File: config.mk
export PLATFORM = sky130hd
export DESIGN_NAME = mc_control_fsm_flat
export DESIGN_NICKNAME = d
export VERILOG_FILES = /design/src/rtl/mc_control_fsm_if.sv /design/src/rtl/mc_control_fsm.sv /design/src/flat_wrapper.sv
export SDC_FILE = /design/constraint.sdc
export NUM_CORES = 1
export LEC_CHECK = 0
export ABC_AREA = 1
export ABC_CLOCK_PERIOD_IN_PS = 3700
export CAP_MARGIN = 5
export CORE_MARGIN = 10
export CORE_UTILIZATION = 38
export DETAILED_ROUTE_END_ITERATION = 16
export PLACE_DENSITY = 0.79
export SYNTH_ARGS = -nofsm -noshare
export SYNTH_HDL_FRONTEND = slang
export SYNTH_SLANG_ARGS = --single-unit
export TNS_END_PERCENT = 50
File: constraint.sdc
create_clock -name clk -period 3.7 [get_ports clk]
set_input_delay 0.74 -clock clk [delete_from_list [all_inputs] [get_ports clk]]
set_output_delay 0.74 -clock clk [all_outputs]
set_load 0.02 [all_outputs]
File: src/rtl/mc_control_fsm_if.sv
`default_nettype none
// ============================================================================
// Module      : mc_control_fsm_if
// Description : Control bundle between the multicycle sequencer and the
//               RV32I datapath. The master side is the sequencer (reads the
//               instruction fields and flags, drives enables and selects);
//               the slave side is the datapath.
// Revision    : 1.0 - initial release
// ============================================================================
interface mc_control_fsm_if #(
  parameter int STATE_W = 4
);
  // Instruction fields and status from the datapath
  logic [6:0]         op;
  logic [2:0]         funct3;
  logic               funct7_5;
  logic               Zero;
  logic               mem_ready;

  // Enables and selects toward the datapath
  logic               PCWrite;
  logic               AdrSrc;
  logic               MemWrite;
  logic               IRWrite;
  logic               RegWrite;
  logic [1:0]         ResultSrc;
  logic [1:0]         ALUSrcA;
  logic [1:0]         ALUSrcB;
  logic [1:0]         ImmSrc;
  logic [2:0]         ALUControl;
  logic               illegal_instr;
  logic [STATE_W-1:0] state_dbg;

  modport master (
    input  op, funct3, funct7_5, Zero, mem_ready,
    output PCWrite, AdrSrc, MemWrite, IRWrite, RegWrite, ResultSrc,
           ALUSrcA, ALUSrcB, ImmSrc, ALUControl, illegal_instr, state_dbg
  );

  modport slave (
    output op, funct3, funct7_5, Zero, mem_ready,
    input  PCWrite, AdrSrc, MemWrite, IRWrite, RegWrite, ResultSrc,
           ALUSrcA, ALUSrcB, ImmSrc, ALUControl, illegal_instr, state_dbg
  );
endinterface
`default_nettype wire

File: src/rtl/mc_control_fsm.sv
`default_nettype none
// ============================================================================
// Module      : mc_control_fsm
// Description : Moore sequencing controller for the multicycle RV32I core.
//               Steps each instruction through fetch / decode / execute /
//               memory / writeback, drives every datapath enable and mux
//               select, and decodes ALUControl and ImmSrc internally.
//               Stalls in FETCH, MEMREAD and MEMWRITE until mem_ready.
// Options     : MC_JALR_EN - adds jalr support (states JALR_ADR = 11 and
//               JALR = 12). Without it jalr is reported as illegal.
// Revision    : 1.0 - initial release
// ============================================================================
module mc_control_fsm #(
  parameter int STATE_W = 4
) (
  input  wire logic          clk,
  input  wire logic          rst,
  mc_control_fsm_if.master   bus
);

  // --------------------------------------------------------------------------
  // Opcodes recognised by the sequencer
  // --------------------------------------------------------------------------
  localparam logic [6:0] c_OP_LW   = 7'b0000011;
  localparam logic [6:0] c_OP_SW   = 7'b0100011;
  localparam logic [6:0] c_OP_R    = 7'b0110011;
  localparam logic [6:0] c_OP_I    = 7'b0010011;
  localparam logic [6:0] c_OP_JAL  = 7'b1101111;
  localparam logic [6:0] c_OP_BEQ  = 7'b1100011;
`ifdef MC_JALR_EN
  localparam logic [6:0] c_OP_JALR = 7'b1100111;
`endif

  // ALU operation class requested by the current state
  localparam logic [1:0] c_ALUOP_ADD   = 2'b00;
  localparam logic [1:0] c_ALUOP_SUB   = 2'b01;
  localparam logic [1:0] c_ALUOP_FUNCT = 2'b10;

  // Mux select encodings
  localparam logic [1:0] c_SRCA_PC    = 2'b00;
  localparam logic [1:0] c_SRCA_OLDPC = 2'b01;
  localparam logic [1:0] c_SRCA_RD1   = 2'b10;
  localparam logic [1:0] c_SRCB_RD2   = 2'b00;
  localparam logic [1:0] c_SRCB_IMM   = 2'b01;
  localparam logic [1:0] c_SRCB_FOUR  = 2'b10;
  localparam logic [1:0] c_RES_ALUOUT = 2'b00;
  localparam logic [1:0] c_RES_DATA   = 2'b01;
  localparam logic [1:0] c_RES_ALURES = 2'b10;

  // State encoding is the implicit enum order: FETCH=0 ... BEQ=10,
  // then JALR_ADR=11 and JALR=12 when jalr support is built in.
  typedef enum logic [STATE_W-1:0] {
    S_FETCH,
    S_DECODE,
    S_MEMADR,
    S_MEMREAD,
    S_MEMWB,
    S_MEMWRITE,
    S_EXECUTER,
    S_ALUWB,
    S_EXECUTEI,
    S_JAL,
    S_BEQ
`ifdef MC_JALR_EN
    ,
    S_JALR_ADR,
    S_JALR
`endif
  } state_t;

  state_t     r_state;
  state_t     w_state_next;

  logic       w_pc_update;
  logic       w_branch;
  logic       w_adr_src;
  logic       w_mem_write;
  logic       w_ir_write;
  logic       w_reg_write;
  logic       w_illegal;
  logic [1:0] w_result_src;
  logic [1:0] w_alu_src_a;
  logic [1:0] w_alu_src_b;
  logic [1:0] w_alu_op;
  logic [2:0] w_funct_ctrl;
  logic [2:0] w_alu_control;
  logic [1:0] w_imm_src;
  logic       w_is_sub;

  // State register; reset abandons any instruction in flight
  always_ff @(posedge clk or posedge rst) begin
    if (rst) begin
      r_state <= S_FETCH;
    end else begin
      r_state <= w_state_next;
    end
  end

  // Next-state and per-state control decode; unlisted outputs stay 0
  always_comb begin
    w_state_next = r_state;
    w_pc_update  = 1'b0;
    w_branch     = 1'b0;
    w_adr_src    = 1'b0;
    w_mem_write  = 1'b0;
    w_ir_write   = 1'b0;
    w_reg_write  = 1'b0;
    w_illegal    = 1'b0;
    w_result_src = c_RES_ALUOUT;
    w_alu_src_a  = c_SRCA_PC;
    w_alu_src_b  = c_SRCB_RD2;
    w_alu_op     = c_ALUOP_ADD;

    case (r_state)
      S_FETCH: begin
        // PC+4 is written back to PC in the same cycle the IR captures
        w_alu_src_a  = c_SRCA_PC;
        w_alu_src_b  = c_SRCB_FOUR;
        w_result_src = c_RES_ALURES;
        w_adr_src    = 1'b0;
        w_ir_write   = bus.mem_ready;
        w_pc_update  = bus.mem_ready;
        w_state_next = bus.mem_ready ? S_DECODE : S_FETCH;
      end

      S_DECODE: begin
        // OldPC + imm lands in ALUOut as the branch/jump target
        w_alu_src_a = c_SRCA_OLDPC;
        w_alu_src_b = c_SRCB_IMM;
        case (bus.op)
          c_OP_LW,
          c_OP_SW:   w_state_next = S_MEMADR;
          c_OP_R:    w_state_next = S_EXECUTER;
          c_OP_I:    w_state_next = S_EXECUTEI;
          c_OP_JAL:  w_state_next = S_JAL;
          c_OP_BEQ:  w_state_next = S_BEQ;
`ifdef MC_JALR_EN
          c_OP_JALR: w_state_next = S_JALR_ADR;
`endif
          default: begin
            w_illegal    = 1'b1;
            w_state_next = S_FETCH;
          end
        endcase
      end

      S_MEMADR: begin
        w_alu_src_a  = c_SRCA_RD1;
        w_alu_src_b  = c_SRCB_IMM;
        w_state_next = (bus.op == c_OP_SW) ? S_MEMWRITE : S_MEMREAD;
      end

      S_MEMREAD: begin
        w_adr_src    = 1'b1;
        w_result_src = c_RES_ALUOUT;
        w_state_next = bus.mem_ready ? S_MEMWB : S_MEMREAD;
      end

      S_MEMWB: begin
        w_result_src = c_RES_DATA;
        w_reg_write  = 1'b1;
        w_state_next = S_FETCH;
      end

      S_MEMWRITE: begin
        // Strobe stays up for the whole wait so the memory sees a stable write
        w_adr_src    = 1'b1;
        w_result_src = c_RES_ALUOUT;
        w_mem_write  = 1'b1;
        w_state_next = bus.mem_ready ? S_FETCH : S_MEMWRITE;
      end

      S_EXECUTER: begin
        w_alu_src_a  = c_SRCA_RD1;
        w_alu_src_b  = c_SRCB_RD2;
        w_alu_op     = c_ALUOP_FUNCT;
        w_state_next = S_ALUWB;
      end

      S_ALUWB: begin
        w_result_src = c_RES_ALUOUT;
        w_reg_write  = 1'b1;
        w_state_next = S_FETCH;
      end

      S_EXECUTEI: begin
        w_alu_src_a  = c_SRCA_RD1;
        w_alu_src_b  = c_SRCB_IMM;
        w_alu_op     = c_ALUOP_FUNCT;
        w_state_next = S_ALUWB;
      end

      S_JAL: begin
        // PC <- target held in ALUOut; ALU forms OldPC+4 for the link write
        w_alu_src_a  = c_SRCA_OLDPC;
        w_alu_src_b  = c_SRCB_FOUR;
        w_result_src = c_RES_ALUOUT;
        w_pc_update  = 1'b1;
        w_state_next = S_ALUWB;
      end

      S_BEQ: begin
        w_alu_src_a  = c_SRCA_RD1;
        w_alu_src_b  = c_SRCB_RD2;
        w_alu_op     = c_ALUOP_SUB;
        w_result_src = c_RES_ALUOUT;
        w_branch     = 1'b1;
        w_state_next = S_FETCH;
      end

`ifdef MC_JALR_EN
      S_JALR_ADR: begin
        // rs1 + imm into ALUOut, overwriting the decode-stage target
        w_alu_src_a  = c_SRCA_RD1;
        w_alu_src_b  = c_SRCB_IMM;
        w_state_next = S_JALR;
      end

      S_JALR: begin
        w_alu_src_a  = c_SRCA_OLDPC;
        w_alu_src_b  = c_SRCB_FOUR;
        w_result_src = c_RES_ALUOUT;
        w_pc_update  = 1'b1;
        w_state_next = S_ALUWB;
      end
`endif

      default: begin
        w_state_next = S_FETCH;
      end
    endcase
  end

  // Funct-driven ALU selection; only R-type may request subtract
  always_comb begin
    w_is_sub     = bus.op[5] & bus.funct7_5;
    w_funct_ctrl = 3'b000;
    case (bus.funct3)
      3'b000:  w_funct_ctrl = w_is_sub ? 3'b001 : 3'b000;
      3'b010:  w_funct_ctrl = 3'b101;
      3'b110:  w_funct_ctrl = 3'b011;
      3'b111:  w_funct_ctrl = 3'b010;
      default: w_funct_ctrl = 3'b000;
    endcase
  end

  // Final ALUControl from the operation class chosen by the state
  always_comb begin
    w_alu_control = 3'b000;
    case (w_alu_op)
      c_ALUOP_SUB:   w_alu_control = 3'b001;
      c_ALUOP_FUNCT: w_alu_control = w_funct_ctrl;
      default:       w_alu_control = 3'b000;
    endcase
  end

  // Immediate format follows the opcode regardless of state
  always_comb begin
    w_imm_src = 2'b00;
    case (bus.op)
      c_OP_SW:  w_imm_src = 2'b01;
      c_OP_BEQ: w_imm_src = 2'b10;
      c_OP_JAL: w_imm_src = 2'b11;
      default:  w_imm_src = 2'b00;
    endcase
  end

  // Write enables are masked while rst is high; selects already show FETCH
  assign bus.PCWrite       = ~rst & (w_pc_update | (w_branch & bus.Zero));
  assign bus.MemWrite      = ~rst & w_mem_write;
  assign bus.IRWrite       = ~rst & w_ir_write;
  assign bus.RegWrite      = ~rst & w_reg_write;
  assign bus.illegal_instr = ~rst & w_illegal;
  assign bus.AdrSrc        = w_adr_src;
  assign bus.ResultSrc     = w_result_src;
  assign bus.ALUSrcA       = w_alu_src_a;
  assign bus.ALUSrcB       = w_alu_src_b;
  assign bus.ImmSrc        = w_imm_src;
  assign bus.ALUControl    = w_alu_control;
  assign bus.state_dbg     = r_state;

endmodule
`default_nettype wire

File: src/flat_wrapper.sv
// flat-port wrapper written by rule: the top's interface ports become plain ports
module mc_control_fsm_flat 
#(
  parameter int STATE_W = 4
)
  (clk, rst, bus_op, bus_funct3, bus_funct7_5, bus_Zero, bus_mem_ready, bus_PCWrite, bus_AdrSrc, bus_MemWrite, bus_IRWrite, bus_RegWrite, bus_ResultSrc, bus_ALUSrcA, bus_ALUSrcB, bus_ImmSrc, bus_ALUControl, bus_illegal_instr, bus_state_dbg);
  mc_control_fsm_if #(.STATE_W(STATE_W)) bus_i ();
  input  wire logic clk;
  input  wire logic rst;
  input wire logic [$bits(bus_i.op)-1:0] bus_op;
  input wire logic [$bits(bus_i.funct3)-1:0] bus_funct3;
  input wire logic [$bits(bus_i.funct7_5)-1:0] bus_funct7_5;
  input wire logic [$bits(bus_i.Zero)-1:0] bus_Zero;
  input wire logic [$bits(bus_i.mem_ready)-1:0] bus_mem_ready;
  output wire logic [$bits(bus_i.PCWrite)-1:0] bus_PCWrite;
  output wire logic [$bits(bus_i.AdrSrc)-1:0] bus_AdrSrc;
  output wire logic [$bits(bus_i.MemWrite)-1:0] bus_MemWrite;
  output wire logic [$bits(bus_i.IRWrite)-1:0] bus_IRWrite;
  output wire logic [$bits(bus_i.RegWrite)-1:0] bus_RegWrite;
  output wire logic [$bits(bus_i.ResultSrc)-1:0] bus_ResultSrc;
  output wire logic [$bits(bus_i.ALUSrcA)-1:0] bus_ALUSrcA;
  output wire logic [$bits(bus_i.ALUSrcB)-1:0] bus_ALUSrcB;
  output wire logic [$bits(bus_i.ImmSrc)-1:0] bus_ImmSrc;
  output wire logic [$bits(bus_i.ALUControl)-1:0] bus_ALUControl;
  output wire logic [$bits(bus_i.illegal_instr)-1:0] bus_illegal_instr;
  output wire logic [$bits(bus_i.state_dbg)-1:0] bus_state_dbg;
  assign bus_i.op = bus_op;
  assign bus_i.funct3 = bus_funct3;
  assign bus_i.funct7_5 = bus_funct7_5;
  assign bus_i.Zero = bus_Zero;
  assign bus_i.mem_ready = bus_mem_ready;
  assign bus_PCWrite = bus_i.PCWrite;
  assign bus_AdrSrc = bus_i.AdrSrc;
  assign bus_MemWrite = bus_i.MemWrite;
  assign bus_IRWrite = bus_i.IRWrite;
  assign bus_RegWrite = bus_i.RegWrite;
  assign bus_ResultSrc = bus_i.ResultSrc;
  assign bus_ALUSrcA = bus_i.ALUSrcA;
  assign bus_ALUSrcB = bus_i.ALUSrcB;
  assign bus_ImmSrc = bus_i.ImmSrc;
  assign bus_ALUControl = bus_i.ALUControl;
  assign bus_illegal_instr = bus_i.illegal_instr;
  assign bus_state_dbg = bus_i.state_dbg;
  mc_control_fsm #(.STATE_W(STATE_W)) u_core (.clk(clk), .rst(rst), .bus(bus_i));
endmodule
* Yosys cells after proc, flatten, opt, wreduce, memory -nomap -nowiden
Index checks and enable logic that the tools add are counted.
** Storage, ports and cells
- Bits in registers :: 4
- Bits of input ports :: 15
- Output and inout port bits :: 21
** Cells by class
- Reductions and logical operators :: 12
- Mux-type cells :: 22
- Bitwise logic cells :: 9
- Eq/ne operators :: 21
** Operators by type and width (number)
- $pmux W4 S6 :: 1
- $pmux W4 S5 :: 1
- $eq A4 B3 Y1 const B :: 4
- $pmux W2 S2 :: 4
- $eq A7 B6 Y1 const B :: 2
- $eq A7 B7 Y1 const B :: 2
- $eq A4 B4 Y1 const B :: 3
- $pmux W3 S4 :: 1
- $reduce_or A2 Y1 :: 6
- $mux W1 :: 9
- $mux W3 :: 3
- $eq A4 B2 Y1 const B :: 2
- $and A1 B1 Y1 :: 7
- $eq A7 B2 Y1 const B :: 1
- $eq A7 B5 Y1 const B :: 1
- $eq A3 B3 Y1 const B :: 2
- $pmux W2 S3 :: 1
- $pmux W3 S2 :: 1
- $reduce_or A3 Y1 :: 2
- $reduce_or A6 Y1 :: 1
- $eq A4 B1 Y1 const B :: 1
- $logic_not A4 Y1 :: 1
- $reduce_or A4 Y1 :: 1
- $eq A3 B2 Y1 const B :: 1
- other kinds (6) :: 6

* Longest topological paths before layout
- Word-level depth :: 5
- Gate-level depth with buffers :: 9
- Gate-level depth less buffers :: 9

* Worst setup path after synthesis
Ideal clock, no wire load.
- Path type :: flip-flop to output port
- Start point :: reg u_core.r_state[1] (netlist: u_core.bus.state_dbg[1])
- End point :: out bus_ALUControl[2]
- Data required time :: 2.960 ns
- Setup slack :: 0.986 ns
- Data arrival time :: 1.974 ns
- Cell stages (with the launch flop) :: 8
- Cell sequence :: dfrtp_1 > inv_1 > nor2_1 > nand2_1 > nand2_2 > inv_2 > ha_1 > nor4_1
** Between the ends
- Cells in the longest elaborated chain, start to end :: 5
- Elaborated cells on any way between the ends :: 8
- Those cells by class :: eq/ne (5); mux (2); reduce/logical (1)
** Ends and longest elaborated chain
- from (decl) :: line mc_control_fsm.sv:71 : state_t r_state;
- from (signal assigned) :: line mc_control_fsm.sv:95 : r_state <= w_state_next;
- $eq A4 B3 Y1 / $eq A4 B4 Y1 (equally long branches) :: line mc_control_fsm.sv:114 : case (r_state)
- $reduce_or A2 Y1 (no line)
- $pmux W2 S2 * :: line mc_control_fsm.sv:114
- $eq A2 B2 Y1 / $eq A2 B1 Y1 (equally long branches) :: line mc_control_fsm.sv:250 : case (w_alu_op)
- $pmux W3 S2 * :: line mc_control_fsm.sv:250
- to (decl) :: line flat_wrapper.sv:24 : output wire logic [$bits(bus_i.ALUControl)-1:0] bus_ALUControl;
Mark *: on every way between the ends. The rest lies on a longest branch, timed or not.

* Final worst setup path
Same ends and word-level chain as after synthesis.

==> reports/results.ini <==
[clock_network]
numCtsBuffers = 3
root_buffer = clkbuf_4
cts.path.max_buffers = 2
post-cts-setup-buffers = 0
cts.sinks = 4
cts_tree = built
ctsHtreeMaxLevel = 1
clk_pin_slew_worst_paths_ps = 40
insertion_delay_ps = 240
cts_resized = 0
cts_hold_buf = 0

[timing]
min_period_over_period_pct = 85.4
setup_tns_ps = 0
slew_headroom_pct = 81.4
drv_slew = 0
setup_viol = 0
hold_viol = 0
skew_ps = 5.52
rsz0062_at_grt = false
worstMarginPinSlew_ps = 277
layout_min_cycle_time_ps = 3160
fmax_mhz = 316

[logic_synthesis]
syn_inst = 106
synth_edf_count = 0
synth-main-ff-cell = dfrtp_1
syn_area_um2 = 571
ys_async_sr_fraction_pct = 100
syn_nets = 123
yosys_warnings = 0
syn_avg_cell_area_um2 = 5.38
synth_top_area_share_pct = 17.5
ys_top_cells_by_count = 26 x nor2_1, 25 x nand2_1, 17 x inv_1
synth-seq-cells = 4
synth_top_area_cell = dfrtp_1
synth.area.top_cells = dfrtp_1 18%, nor2_1 17%, nand2_1 16%
ys_seq_area_share_pct = 17.5
yosysUniqueCellTypes = 20
yosysMostFrequentCell = nor2_1

[cells_and_area]
multi_input_area_um2 = 395
layout-drive-gt1-share_pct = 9.72
syn_to_final_growth_pct = 68.6
num-nets-final = 163
seq_area_um2 = 100
nFillCells = 126
postLayoutCellArea_um2 = 962
fin_util_pct = 71.3
num_antenna_cells = 0
largest_register_ffs = 4

[floorplan]
ios = 36
row_count = 13
fp.dieH_um = 58.8
initial_utilization_pct = 42.3
die_area_um2 = 3450
core_area_um2 = 1350
dieWidth_um = 58.8

[power_and_ir_drop]
p_leak_uw = 0.000490
ir_drop_uv = 209
total_power_uw = 520
power.density_nw_per_um2 = 540

[place]
routabilityCongestion = 0.872
numPortBuffers = 35
dp_hpwl_mm = 1.71
dpl-instance-area_um2 = 940

[detailed_routing]
wirelength_mm = 1.92
drtIter0Drc = 28
top_layer = met4
met1_length_um = 775
drtPass1Iterations = 4
route.detailed.drc = 0
num_vias = 797
detail_route.wl_per_cell_um = 12.1
wl_met3_um = 255
ant_nets = 0
wl_met2_um = 865
viasPerCell = 5.01

[worst_setup_path]
arrival_ps = 2420
path_class = register to output port
cp_top_family = buffers and inverters
critical-path-slowest-cell = clkdlybuf4s50_1
critPathMaxFanout = 6
slowest_delay_ps = 650
path_cells = inv_1 > nor2_1 > nand2_1 > nand2_2 > inv_2 > ha_1 > nor4_1 > clkdlybuf4s50_1
required_ps = 2960
crit_path_end_kind = output port
crit_buf_inv = 3
startpoint_type = register

[global_route]
grt_max_degree = 7
antenna_found_initial = 0
grt_overflow = 0
grt_pass1_wl_mm = 3.23
track_usage_pct = 11.2
grt_pass1_vias = 737

[run_status]
status = finished clean

[min_path]
hold_class = register to register

[flow_run]
drv_cap = 0

[through the flow]
stage	hold slack (ps)	instances	setup WS, ps
floorplan	515	106	986
global placement	779	156	628
detailed placement	775	156	581
CTS	782	159	540
global route	840	159	313
finish	784	159	539
[final cells by class]
type                            count  share of cell area, %
Inverter                           20                   7.80
Timing Repair Buffer               35                   36.4
Tap cell                           15                   1.95
Clock buffer                        3                   2.34
Multi-Input combinational cell     82                   41.1
Sequential cell                     4                   10.4
[worst register-to-register path: cells and delay by family (launching register included)]
family	cells	cell delay, ps
AOI/OAI and AO/OA	1	190
and+or+nand+nor	3	260
DFF	1	460
buffers and inverters	2	210
[cell families (layout without fill, tap and decap cells)]
group	Yosys count	in the layout	share of synthesized area, %
buffers and inverters	20	58	13.2
AOI/OAI and AO/OA	8	8	8.33
and+or+nand+nor	72	72	56.6
adders and majority gates	2	2	4.39
DFF	4	4	17.5
[layout by cell type (no fill, tap or decap)]
cell,Yosys,layout
clkbuf_4,0,3
ha_1,2,2
nor2_2,2,2
nand2_2,2,2
nand3_1,10,10
nor3_1,1,1
nand4_1,1,1
inv_1,17,17
nand3_2,1,1
nor2_1,26,26
a31oi_1,1,1
o21ai_0,2,2
inv_2,3,3
a21oi_1,3,3
nor4_1,2,2
nand2_1,25,25
nor2_4,1,1
nand2_4,1,1
clkdlybuf4s50_1,0,35
dfrtp_1,4,4
o21ai_2,1,1
o21a_1,1,1
[where the power goes]
part	internal [µW]	leakage, µW	total (µW)	switching, µW
sequential	56.4	0.0000539	76.6	20.2
clock	36.4	0.0000138	56.0	19.6
combinational	169	0.000423	387	218
[path summary, 6_finish.rpt]
path	startpoint	endpoint	slack (ps)	cells past startpoint
setup / recovery	u_core.bus.state_dbg[1]	bus_ALUControl[2]	540	8
hold / removal	u_core.bus.state_dbg[0]	u_core.bus.state_dbg[3]	780	4
setup reg to reg	u_core.bus.state_dbg[2]	u_core.bus.state_dbg[1]	2520	6
hold reg to reg	u_core.bus.state_dbg[0]	u_core.bus.state_dbg[3]	780	4
max in group asynchronous	rst	u_core.bus.state_dbg[0]	2700	2
min in group asynchronous	rst	u_core.bus.state_dbg[1]	820	2
[per-layer routing]
metal / GRT usage [%] / up-vias
met5: 0 / -
met4: 2.95 / 0
met3: 6.01 / 4
met2: 17.6 / 47
met1: 12.8 / 340
li1: - / 406
(Power assumes the default switching activity.)
